--- config.mk ---
export PLATFORM = sky130hd
export DESIGN_NAME = div5
export DESIGN_NICKNAME = d
export VERILOG_FILES = /design/src/rtl/div5_pkg.sv /design/src/rtl/clk_div_gen.sv /design/src/rtl/div5.sv
export SDC_FILE = /design/constraint.sdc
export NUM_CORES = 1
export LEC_CHECK = 0
export BUFFER_PORTS_ARGS = -buffer_cell sky130_fd_sc_hd__buf_2
export CAP_MARGIN = 15
export CORE_ASPECT_RATIO = 0.9
export CORE_UTILIZATION = 45
export DETAILED_ROUTE_END_ITERATION = 6
export GPL_TIMING_DRIVEN = 0
export PLACE_DENSITY_LB_ADDON = 0.25
export SYNTH_ARGS = -nofsm -noshare
export SYNTH_HDL_FRONTEND = slang
export SYNTH_SLANG_ARGS = --single-unit
--- constraint.sdc ---
create_clock -name clk -period 4.9 [get_ports clk]
set_input_delay 0.98 -clock clk [delete_from_list [all_inputs] [get_ports clk]]
set_output_delay 0.98 -clock clk [all_outputs]
set_load 0.01 [all_outputs]
--- src/rtl/div5_pkg.sv ---
// Shared defaults and elaboration helpers for the div5 clock divider.
package div5_pkg;

    localparam int unsigned DefaultDiv  = 5;
    localparam int unsigned DefaultCntW = 32;

    // Number of whole clk periods the divided clock spends high on the posedge flop.
    function automatic int unsigned half_period(input int unsigned div);
        return div / 2;
    endfunction

    function automatic bit div_valid(input int unsigned div);
        return div >= 2;
    endfunction

endpackage

--- src/rtl/clk_div_gen.sv ---
// Divide-by-DIV clock generator with 50% duty for odd and even ratios.
// Also emits a strobe on the clk cycle where the phase counter wraps.
module clk_div_gen
    import div5_pkg::*;
#(
    parameter int unsigned DIV = DefaultDiv
) (
    input  logic clk_i,
    input  logic rst_ni,
    output logic clk_div_o,
    output logic wrap_o
);

    localparam int unsigned PhW = (DIV > 1) ? $clog2(DIV) : 1;
    localparam logic [PhW-1:0] PhMax = PhW'(DIV - 1);
    localparam logic [PhW-1:0] Half  = PhW'(half_period(DIV));

    if (!div_valid(DIV)) begin : g_div_check
        $error("clk_div_gen: DIV must be at least 2");
    end

    logic [PhW-1:0] ph_q, ph_d;
    logic           p_q;

    assign wrap_o = (ph_q == PhMax);
    assign ph_d   = wrap_o ? '0 : ph_q + PhW'(1);

    // Resetting to the last phase makes the first post-reset edge a clean rising edge.
    always_ff @(posedge clk_i or negedge rst_ni) begin
        if (!rst_ni) begin
            ph_q <= PhMax;
            p_q  <= 1'b0;
        end else begin
            ph_q <= ph_d;
            p_q  <= (ph_d < Half);
        end
    end

    if (DIV % 2 == 1) begin : g_odd
        logic n_q;

        // Half-cycle extension stretches the high time to H+0.5 periods.
        always_ff @(negedge clk_i or negedge rst_ni) begin
            if (!rst_ni) begin
                n_q <= 1'b0;
            end else begin
                n_q <= p_q;
            end
        end

        assign clk_div_o = p_q | n_q;
    end else begin : g_even
        assign clk_div_o = p_q;
    end

endmodule

--- src/rtl/div5.sv ---
// Clock divider top: divided clock plus input-edge and divided-edge event counters.
// Define DIV5_CNT_SAT_EN to make both counters saturate instead of wrapping.
module div5
    import div5_pkg::*;
#(
    parameter int unsigned DIV   = DefaultDiv,
    parameter int unsigned CNT_W = DefaultCntW
) (
    input  logic             clk,
    input  logic             rst,
    output logic             clk_div5,
    output logic [CNT_W-1:0] clk_cnt,
    output logic [CNT_W-1:0] clk_div5_cnt
);

    logic             wrap;
    logic [CNT_W-1:0] clk_cnt_q, clk_cnt_d;
    logic [CNT_W-1:0] div_cnt_q, div_cnt_d;

    clk_div_gen #(
        .DIV (DIV)
    ) u_clk_div_gen (
        .clk_i     (clk),
        .rst_ni    (rst),
        .clk_div_o (clk_div5),
        .wrap_o    (wrap)
    );

    // Divided-clock edges are counted via the wrap strobe, so everything stays in clk.
    always_comb begin
        clk_cnt_d = clk_cnt_q + CNT_W'(1);
        div_cnt_d = div_cnt_q;
        if (wrap) begin
            div_cnt_d = div_cnt_q + CNT_W'(1);
        end
`ifdef DIV5_CNT_SAT_EN
        if (clk_cnt_q == '1) begin
            clk_cnt_d = clk_cnt_q;
        end
        if (div_cnt_q == '1) begin
            div_cnt_d = div_cnt_q;
        end
`endif
    end

    always_ff @(posedge clk or negedge rst) begin
        if (!rst) begin
            clk_cnt_q <= '0;
            div_cnt_q <= '0;
        end else begin
            clk_cnt_q <= clk_cnt_d;
            div_cnt_q <= div_cnt_d;
        end
    end

    assign clk_cnt      = clk_cnt_q;
    assign clk_div5_cnt = div_cnt_q;

endmodule

==> reports/qor.yml <==
num_antenna_cells: 0
core_area_mm2: 0.00659
finalWirelength_um: 5610
yosysWarnings: 0
ctsResizeCount: 0
setup_tns_ns: 0
clk_pin_slew_ns: 0.07
maxSlewHeadroom: 0.433
synthToLayoutAreaGrowth_pct: 19.7
dieArea_mm2: 0.00719
insertion_delay_ns: 0.33
track_usage: 0.173
required_ns: 3.92
criticalPathCategory: "register to output port"
worstHoldEndpoint: "clk_cnt[31]"
syn_avg_cell_area_um2: 11.6
cp.arrival_ns: 3.52
drv_cap: 0
syn_area_mm2: 0.00309
root_buffer: "clkbuf_8"
h-tree-depth: 3
cts_buffers: 9
worstSetupEndpointType: "output port"
ys_types: 27
slowest_delay_ns: 0.33
status: "completed"
hp-class: "register to register"
clock-sinks: 69
hp-start: "clk_cnt[31]"
place_hpwl_um: 3810
ys_ff_latch: 69
wl_met3_um: 221
placedInstanceArea_mm2: 0.00353
portBuffers: 66
routedWlPerCell_um: 12.8
tightest_slew_ns: 0.851
r2r-start: "u_clk_div_gen.p_q"
route.met2.wl_um: 2660
hold_depth: 1
drt_iter0_drc: 81
cts_tree: "yes"
cp_slowest_cell: "dfrtn_1"
r2r_cells: 0
final_area_mm2: 0.00369
cp-start-kind: "register"
place.gp.congestion: 0.742
num_vias: 2180
met1_length_um: 2670
ys_seq_area_frac: 0.560
drt-pass1-iter-count: 4
ctsHoldBuffers: 0
final_cell_mix: "buf_2, dfrtp_1, xnor2_1"
top_layer: "met4"
path_cells: "or2_2 -> buf_2"
die_y_um: 80.6
clockBufferDepth: 2
crit_fanout: 1
vdd_ir_drop_max_v: 0.000187
die_w_um: 89.3
drcViolationCount: 0
r2r-end: "u_clk_div_gen.g_odd.n_q"
ant_nets: 0
powerDensity_mw_per_mm2: 264
drive_above_1_share: 0.282
fillers: 604
grt-ovfl-total: 0
grt_max_degree: 70
rsz0062_at_grt: "no"
nets: 349
synthCells: 266
rows: 28
grt_pass1_wl_um: 9490
final_common_cell: "buf_2"
post_cts_buffers: 0
grt_antenna_before_repair: 0
rrSetupSlack_ns: 1.91
start_util: 0.468
power_leakage_nw: 1.98
setup_viol: 0
grt_pass1_vias: 2052
final_max_slew_viol_count: 0
viasPerCell: 4.98
ios: 67
hold_viol_final: 0
finClkSkew_ns: 0.00943
syn-num-nets: 272
per-stage QoR:
step / setup slack, ns / total power, mW / util / cells / hold WS, ns
final: 0.395 / 0.974 / 0.561 / 438 / 0.463
after detailed placement: 0.741 / 0.592 / 0.536 / 422 / 0.451
after global routing: 0.354 / 1.02 / 0.561 / 438 / 0.483
after CTS: 0.377 / 0.996 / 0.561 / 438 / 0.466
after global placement: 0.139 / 0.592 / 0.536 / 422 / 0.447
after floorplan: 0.860 / 0.580 / - / 266 / 0.427
power by group:
part           internal (mW)  switching, mW  leakage [nW]  total (mW)
combinational       0.000482         0.0104         0.956      0.0109
sequential             0.569              0         0.937       0.569
clock                  0.196          0.198        0.0872       0.394
per-layer routing:
layer	up-vias	GRT usage
met5	-	0
met4	0	0.0508
met3	9	0.0606
met2	39	0.269
met1	1070	0.227
li1	1062	-
cells by family after synthesis:
| family | count (synthesis) | share of synthesized area |
|---|---|---|
| simple gates | 115 | 0.223 |
| flops | 69 | 0.560 |
| xor+xnor | 61 | 0.173 |
| buf+inv | 14 | 0.0187 |
| fa+ha+maj | 4 | 0.0162 |
| mux | 2 | 0.00730 |
| compound gates | 1 | 0.00162 |
cell type report:
type	instances	area (um2)	area share
inverters	10	37.5	0.0102
clock inverters	3	15.0	0.00406
multi-input cells	183	1300	0.352
well taps	90	113	0.0305
clock buffers	13	149	0.0403
plain buffers	4	20.0	0.00542
repair buffers	66	333	0.0901
flip-flops and latches	69	1730	0.468
registers in the layout, summed over array words and instances, names as in the netlist:
register and cells:
clk_cnt 32, clk_div5_cnt 32, u_clk_div_gen.ph_q 3, u_clk_div_gen.g_odd.n_q 1
u_clk_div_gen.p_q 1
synth_stat cells:
master / count / share of area
xnor2_1: 36 / 0.10
nand4_1: 11 / 0.022
nand3_4: 1 / 0.0057
and2_1: 3 / 0.0061
nand4_4: 2 / 0.014
buf_2: 4 / 0.0065
dfrtn_1: 1 / 0.0081
nor4_1: 2 / 0.0041
and4bb_1: 1 / 0.0041
nand4_2: 2 / 0.0081
and3_1: 8 / 0.016
ha_1: 4 / 0.016
mux2_2: 2 / 0.0073
nand3_1: 23 / 0.037
inv_1: 10 / 0.012
xor2_1: 25 / 0.071
nor3_1: 12 / 0.019
dfstp_2: 1 / 0.0085
nor4_2: 3 / 0.012
nor2_1: 15 / 0.018
dfrtp_1: 67 / 0.54
and3_2: 1 / 0.0024
nor4_4: 1 / 0.0069
or2_2: 2 / 0.0041
nand2_1: 23 / 0.028
and4_1: 5 / 0.014
a21oi_1: 1 / 0.0016
worst max path at each step:
stage | depth (start not counted) | to | start | slack (ns)
CTS | 2 | clk_div5 | u_clk_div_gen.g_odd.n_q | 0.38
global placement | 1 | u_clk_div_gen.g_odd.n_q | rst | 0.14
floorplan | 1 | clk_div5 | u_clk_div_gen.g_odd.n_q | 0.86
detailed placement | 2 | clk_div5 | u_clk_div_gen.g_odd.n_q | 0.74
global route | 2 | clk_div5 | u_clk_div_gen.g_odd.n_q | 0.35
finish | 2 | clk_div5 | u_clk_div_gen.g_odd.n_q | 0.40
worst max-delay path: cells and delay by family, from the launching register on:
kind	cells	cell delay, ns
buf+inv	1	0.14
flops	1	0.33
simple gates	1	0.28
Power figures use the tool's default switching activity.
